## src/rtl/cpu_bus_pkg.sv

```systemverilog
// rtl/cpu_bus_pkg.sv - shared types and constants for the CPU bus arbiter
// Purpose: state encoding, owner indices, bus widths and default timeout
// used by cpu_bus_arbiter and cpu_bus_timeout_ctr.
package cpu_bus_pkg;

    typedef enum logic [1:0] {
        ST_IDLE = 2'd0,
        ST_GNT0 = 2'd1,
        ST_GNT1 = 2'd2
    } arb_state_t;

    localparam logic OWNER_M0 = 1'b0;
    localparam logic OWNER_M1 = 1'b1;

    localparam int ADR_W = 32;
    localparam int DAT_W = 32;
    localparam int SEL_W = 4;

    localparam int unsigned DEFAULT_TIMEOUT_CYCLES = 255;

endpackage

```

## src/rtl/cpu_bus_timeout_ctr.sv

```systemverilog
// rtl/cpu_bus_timeout_ctr.sv - grant-cycle counter that flags transaction timeout
// Purpose: counts grant cycles without ack; expire is high in the cycle the
// count sits at LIMIT-1 while still enabled.
// Ports:
//   clk, rst_n : clock, asynchronous active-low reset
//   clear      : force count to zero (held while the arbiter is idle)
//   enable     : count this cycle (granted and no ack)
//   expire     : combinational, timeout reached this cycle
module cpu_bus_timeout_ctr #(
    parameter int unsigned LIMIT = 255
) (
    input  logic clk,
    input  logic rst_n,
    input  logic clear,
    input  logic enable,
    output logic expire
);

    localparam logic [15:0] LAST = 16'(LIMIT - 1);

    logic [15:0] count;

    always_ff @(posedge clk or negedge rst_n) begin
        if (!rst_n) begin
            count <= 16'd0;
        end else if (clear) begin
            count <= 16'd0;
        end else if (enable) begin
            count <= count + 16'd1;
        end
    end

    assign expire = enable && (count == LAST);

endmodule

```

## src/rtl/cpu_bus_arbiter.sv

```systemverilog
// rtl/cpu_bus_arbiter.sv - two-requester round-robin bus arbiter (fetch m0, data m1)
// Purpose: grants the shared bus to one requester at a time, registers the
// winner's request onto the bus and routes ack/read data back to the owner.
// Optional timeout abort enabled by defining CPU_BUS_ARB_TIMEOUT_EN.
// Ports:
//   clk_i, rst_n_i                  : clock, asynchronous active-low reset
//   mN_stb/we/adr/dat/sel_i         : requester N transaction request
//   mN_ack/err/dat_o                : requester N completion, timeout error, read data
//   bus_cyc/stb/we/adr/dat/sel_o    : registered bus request
//   bus_gnt_o                       : one-hot current owner
//   bus_ack_i, bus_dat_i            : bus completion and read data
module cpu_bus_arbiter
    import cpu_bus_pkg::*;
#(
    parameter int unsigned TIMEOUT_CYCLES = DEFAULT_TIMEOUT_CYCLES
) (
    input  logic             clk_i,
    input  logic             rst_n_i,

    input  logic             m0_stb_i,
    input  logic             m0_we_i,
    input  logic [ADR_W-1:0] m0_adr_i,
    input  logic [DAT_W-1:0] m0_dat_i,
    input  logic [SEL_W-1:0] m0_sel_i,
    output logic             m0_ack_o,
    output logic             m0_err_o,
    output logic [DAT_W-1:0] m0_dat_o,

    input  logic             m1_stb_i,
    input  logic             m1_we_i,
    input  logic [ADR_W-1:0] m1_adr_i,
    input  logic [DAT_W-1:0] m1_dat_i,
    input  logic [SEL_W-1:0] m1_sel_i,
    output logic             m1_ack_o,
    output logic             m1_err_o,
    output logic [DAT_W-1:0] m1_dat_o,

    output logic             bus_cyc_o,
    output logic             bus_stb_o,
    output logic             bus_we_o,
    output logic [ADR_W-1:0] bus_adr_o,
    output logic [DAT_W-1:0] bus_dat_o,
    output logic [SEL_W-1:0] bus_sel_o,
    output logic [1:0]       bus_gnt_o,
    input  logic             bus_ack_i,
    input  logic [DAT_W-1:0] bus_dat_i
);

    arb_state_t state;
    logic       last_owner;
    logic       cur_owner;

    assign cur_owner = (state == ST_GNT1) ? OWNER_M1 : OWNER_M0;

    // m0 wins when alone, or on contention when m1 was served last.
    logic pick_m0;
    assign pick_m0 = m0_stb_i && (!m1_stb_i || (last_owner == OWNER_M1));

`ifdef CPU_BUS_ARB_TIMEOUT_EN
    logic tmo_clear;
    logic tmo_enable;
    logic tmo_expire;

    // Held clear while idle so the count starts at zero on the grant edge.
    assign tmo_clear  = (state == ST_IDLE);
    assign tmo_enable = (state != ST_IDLE) && !bus_ack_i;

    cpu_bus_timeout_ctr #(
        .LIMIT (TIMEOUT_CYCLES)
    ) u_timeout_ctr (
        .clk    (clk_i),
        .rst_n  (rst_n_i),
        .clear  (tmo_clear),
        .enable (tmo_enable),
        .expire (tmo_expire)
    );
`else
    assign m0_err_o = 1'b0;
    assign m1_err_o = 1'b0;
`endif

    always_ff @(posedge clk_i or negedge rst_n_i) begin
        if (!rst_n_i) begin
            state      <= ST_IDLE;
            last_owner <= OWNER_M1;
            bus_cyc_o  <= 1'b0;
            bus_stb_o  <= 1'b0;
            bus_we_o   <= 1'b0;
            bus_adr_o  <= '0;
            bus_dat_o  <= '0;
            bus_sel_o  <= '0;
            bus_gnt_o  <= 2'b00;
`ifdef CPU_BUS_ARB_TIMEOUT_EN
            m0_err_o   <= 1'b0;
            m1_err_o   <= 1'b0;
`endif
        end else begin
`ifdef CPU_BUS_ARB_TIMEOUT_EN
            m0_err_o <= 1'b0;
            m1_err_o <= 1'b0;
`endif
            case (state)
                ST_IDLE: begin
                    if (pick_m0) begin
                        state     <= ST_GNT0;
                        bus_cyc_o <= 1'b1;
                        bus_stb_o <= 1'b1;
                        bus_we_o  <= m0_we_i;
                        bus_adr_o <= m0_adr_i;
                        bus_dat_o <= m0_dat_i;
                        bus_sel_o <= m0_sel_i;
                        bus_gnt_o <= 2'b01;
                    end else if (m1_stb_i) begin
                        state     <= ST_GNT1;
                        bus_cyc_o <= 1'b1;
                        bus_stb_o <= 1'b1;
                        bus_we_o  <= m1_we_i;
                        bus_adr_o <= m1_adr_i;
                        bus_dat_o <= m1_dat_i;
                        bus_sel_o <= m1_sel_i;
                        bus_gnt_o <= 2'b10;
                    end
                end
                ST_GNT0, ST_GNT1: begin
                    // Bus fields stay latched; only ack (or timeout) ends the grant.
                    if (bus_ack_i) begin
                        state      <= ST_IDLE;
                        last_owner <= cur_owner;
                        bus_cyc_o  <= 1'b0;
                        bus_stb_o  <= 1'b0;
                        bus_gnt_o  <= 2'b00;
                    end
`ifdef CPU_BUS_ARB_TIMEOUT_EN
                    else if (tmo_expire) begin
                        state      <= ST_IDLE;
                        last_owner <= cur_owner;
                        bus_cyc_o  <= 1'b0;
                        bus_stb_o  <= 1'b0;
                        bus_gnt_o  <= 2'b00;
                        if (cur_owner == OWNER_M1) begin
                            m1_err_o <= 1'b1;
                        end else begin
                            m0_err_o <= 1'b1;
                        end
                    end
`endif
                end
                default: begin
                    state <= ST_IDLE;
                end
            endcase
        end
    end

    // Ack and read data are steered only to the current owner; in IDLE gnt is 00.
    assign m0_ack_o = bus_ack_i & bus_gnt_o[0];
    assign m1_ack_o = bus_ack_i & bus_gnt_o[1];
    assign m0_dat_o = bus_gnt_o[0] ? bus_dat_i : '0;
    assign m1_dat_o = bus_gnt_o[1] ? bus_dat_i : '0;

endmodule

```

## config.mk

```make
export PLATFORM = sky130hd
export DESIGN_NAME = cpu_bus_arbiter
export DESIGN_NICKNAME = d
export VERILOG_FILES = /design/src/rtl/cpu_bus_pkg.sv /design/src/rtl/cpu_bus_timeout_ctr.sv /design/src/rtl/cpu_bus_arbiter.sv
export SDC_FILE = /design/constraint.sdc
export NUM_CORES = 1
export LEC_CHECK = 0
export ABC_AREA = 1
export CORE_AREA = 4 4 121 123
export CTS_CLUSTER_DIAMETER = 100
export DETAILED_ROUTE_END_ITERATION = 7
export DIE_AREA = 0 0 125 127
export PLACE_DENSITY = 0.87
export SYNTH_ARGS = -nofsm -noshare
export SYNTH_HDL_FRONTEND = slang
export SYNTH_SLANG_ARGS = --single-unit
```

## constraint.sdc

```tcl
create_clock -name clk_i -period 1.55 [get_ports clk_i]
set_input_delay 0.31 -clock clk_i [delete_from_list [all_inputs] [get_ports clk_i]]
set_output_delay 0.31 -clock clk_i [all_outputs]
set_load 0.02 [all_outputs]
```

==> metrics.txt <==
status finished, violations left; failing checks setup timing; yosys warns 0; Final Util 62.4%; final setup violation count 49; # H-tree levels 3; Routed Antenna Nets 0; Worst path max stage delay 0.43 ns; Crit path max-delay family buffers and inverters; Post-synth EDFFs 0; DRC viols 0; final worst path period share 105%; worst min path class in -> reg; pin count of the biggest net entering global routing 41; full die area 15900 sq um; share of cells above drive strength 1 19.3%; vias in the first global route 5267; Switching Share 45.1%; CTS buffer count 9; DRT Pass-1 Iters 4; first-pass GRT wire length 27500 um; Area Growth Syn to Fin 93.0%; CTS tree built; Peak Freq 0.614 GHz; Area contributors post-synth dfrtp_1 42%, nand2_1 36%, nand3_1 7.9%, inv_1 6.0%, clkbuf_1 2.2%; Hold Path Stages 3; gpl congestion 0.956; final setup margin -0.0800 ns; WP depth 5; Max-Cap Viols 0; VDD IR max 0.691 mV; combinational share of power 60.5%; Yosys top cell area share 41.9%; GRT overflow 0; min Tclk post-route 1.63 ns; initial antenna violation count 1; most frequent cells in the layout 393 x nand2_1, 172 x clkdlybuf4s50_1, 72 x dfrtp_1, 71 x dlygate4sd2_1, 70 x nand3_1; Via density 4.58; fill count 1186; Top FF cell, synth dfrtp_1; Clock Power Share 15.0%; I/O Pins 316; worst path required time 1.24 ns; CTS Root Cell clkbuf_16; flops & latches, synth 75; worst reg2reg path depth 8; CP bufs+invs 4; Port Buffers 313; global router's overall resource usage 21.8%; WL/cell 15.4 um; Fin Setup TNS -1.94 ns; most common cell after layout, fill and taps aside nand2_1; type of the worst setup path reg -> out; Worst-Skew Late Latency 0.33 ns; Die X 125 um; Num Clock Sinks 75; via count 5543; Critical Path End Type output pin; die height 127 um; slowest CP cell dfrtp_2; pwr dens 1630 nW/um^2; Static Leak 4.93 nW; clock skew 0.00457 ns; P_int 7.66 mW; row cnt 43; CP Max Fanout 8; synthesized area 4420 sq um; Reg clk slew, reported paths 0.06 ns; Cells after Synth 704; core area 13700 sq um; Nets 1200; clk buf depth 2; Worst setup SP type flip-flop; Async S/R FF share, synth 100%; cell taking the most area after synthesis dfrtp_1; Iter 0 DRT Violations 278; most frequent CP cell buf_6; max-slew violation count 0; post-synthesis area per instance 6.28 sq um; initial core utilization 32.3%; crit path DAT 1.32 ns; part of the power in registers 24.5%; final wirelength 18600 um; Psw 6.29 mW; unrepaired setup endpoints after global routing true; final hold violation count 0; hpwl dp 14000 um; sequential element share of the synthesized area 42.5%; post-synth cell types 19; CP Cell Sequence buf_6, clkbuf_16, nand2_1, inv_1, buf_6
==> cell type report <==
class	count	area (sq um)	share of cell area, %
Antenna cell	1	2.50	0.0293
Clock buffer	10	239	2.80
Clock inverter	6	65.1	0.762
Inverter	72	278	3.26
Multi-Input combinational cell	511	2250	26.3
Sequential cell	75	1880	22.0
Tap cell	180	225	2.64
Timing Repair Buffer	354	3590	42.1
==> worst paths after layout <==
kind	start	endpoint	slack, ns
setup / recovery	bus_gnt_o[0]$_DFFE_PN0P_	m0_dat_o[3]	-0.08
hold / removal	m0_stb_i	bus_gnt_o[0]$_DFFE_PN0P_	0.41
setup reg to reg	last_owner$_DFFE_PN1P_	bus_dat_o[28]$_DFFE_PN0P_	0.13
hold reg to reg	bus_sel_o[1]$_DFFE_PN0P_	bus_sel_o[1]$_DFFE_PN0P_	0.47
max in group asynchronous	rst_n_i	bus_dat_o[22]$_DFFE_PN0P_	0.57
min in group asynchronous	rst_n_i	bus_adr_o[31]$_DFFE_PN0P_	0.48
==> tightest hold or removal path, delay by kind of cell <==
kind,cells,cell delay [ns]
compound gates,1,0.06
buf+inv,1,0.21
simple gates,1,0.12
==> metal layers <==
| layer | up-vias | GRT usage [%] | part of all wire [%] |
|---|---|---|---|
| li1 | 2739 | - | - |
| met2 | 252 | 39.5 | 52 |
| met3 | 32 | 6.19 | 7.4 |
| met5 | - | 0 | 0 |
| met1 | 2520 | 24.0 | 37 |
| met4 | 0 | 9.50 | 3.7 |
==> logic make-up (layout without fill, tap and decap cells) <==
family	Yosys count	in the layout	share of synthesized area, %
AO/OA/AOI/OAI	7	7	1.05
adder cells (fa/ha/maj)	2	2	0.566
buffers and inverters	119	442	11.2
flip-flops	75	75	42.5
other	1	3	0.0848
AND/OR/NAND/NOR	500	500	44.7
==> sequential cells by signal, summed over array words and instances (netlist names) <==
name	flops
bus_adr_o	32
bus_dat_o	32
bus_sel_o	4
bus_gnt_o	2
state	2
bus_stb_o	1
bus_we_o	1
last_owner	1
==> synthesized netlist by cell type (2+ instances only) <==
library cell / count
buf_4: 3
buf_6: 3
nor2_1: 2
buf_1: 5
o21ai_1: 5
buf_2: 10
clkbuf_1: 26
dfrtp_1: 74
nand3_1: 70
nand2_1: 426
inv_1: 71
ha_1: 2
==> power by group through the flow <==
| stage | Clock, mW | Sequential (mW) | Combinational [mW] |
|---|---|---|---|
| 2_1_floorplan | 0 | 4.48 | 3.10 |
| 3_3_place_gp | 0 | 3.42 | 8.23 |
| 3_5_place_dp | 0 | 3.44 | 8.36 |
| 4_1_cts | 2.16 | 3.42 | 7.80 |
| 5_1_grt | 2.25 | 3.54 | 9.10 |
| 6_report | 2.10 | 3.42 | 8.43 |
==> repair_timing <==
action                                 4_1_cts  5_1_grt
resized for setup                          349      151
hold buffers                                 1        0
setup endpoints to repair                  141       89
gates cloned                                 1        2
pin swaps                                    1       10
buffers inserted                             3        3
endpoints found under the hold margin       27        0
==> per-stage QoR <==
stage | cell area [sq um] | hold slack [ns] | power [mW] | worst slack, ns | cells
2_1_floorplan | 4420 | 0.0144 | 7.58 | 0.0780 | 705
3_3_place_gp | 7910 | 0.281 | 11.6 | -0.301 | 1182
6_report | 8530 | 0.415 | 13.9 | -0.0800 | 1209
4_1_cts | 8050 | 0.407 | 13.4 | -0.174 | 1203
5_1_grt | 8530 | 0.415 | 14.9 | -0.136 | 1209
3_5_place_dp | 7910 | 0.287 | 11.8 | -0.318 | 1182
No activity file was read; power rests on OpenSTA's default activity.
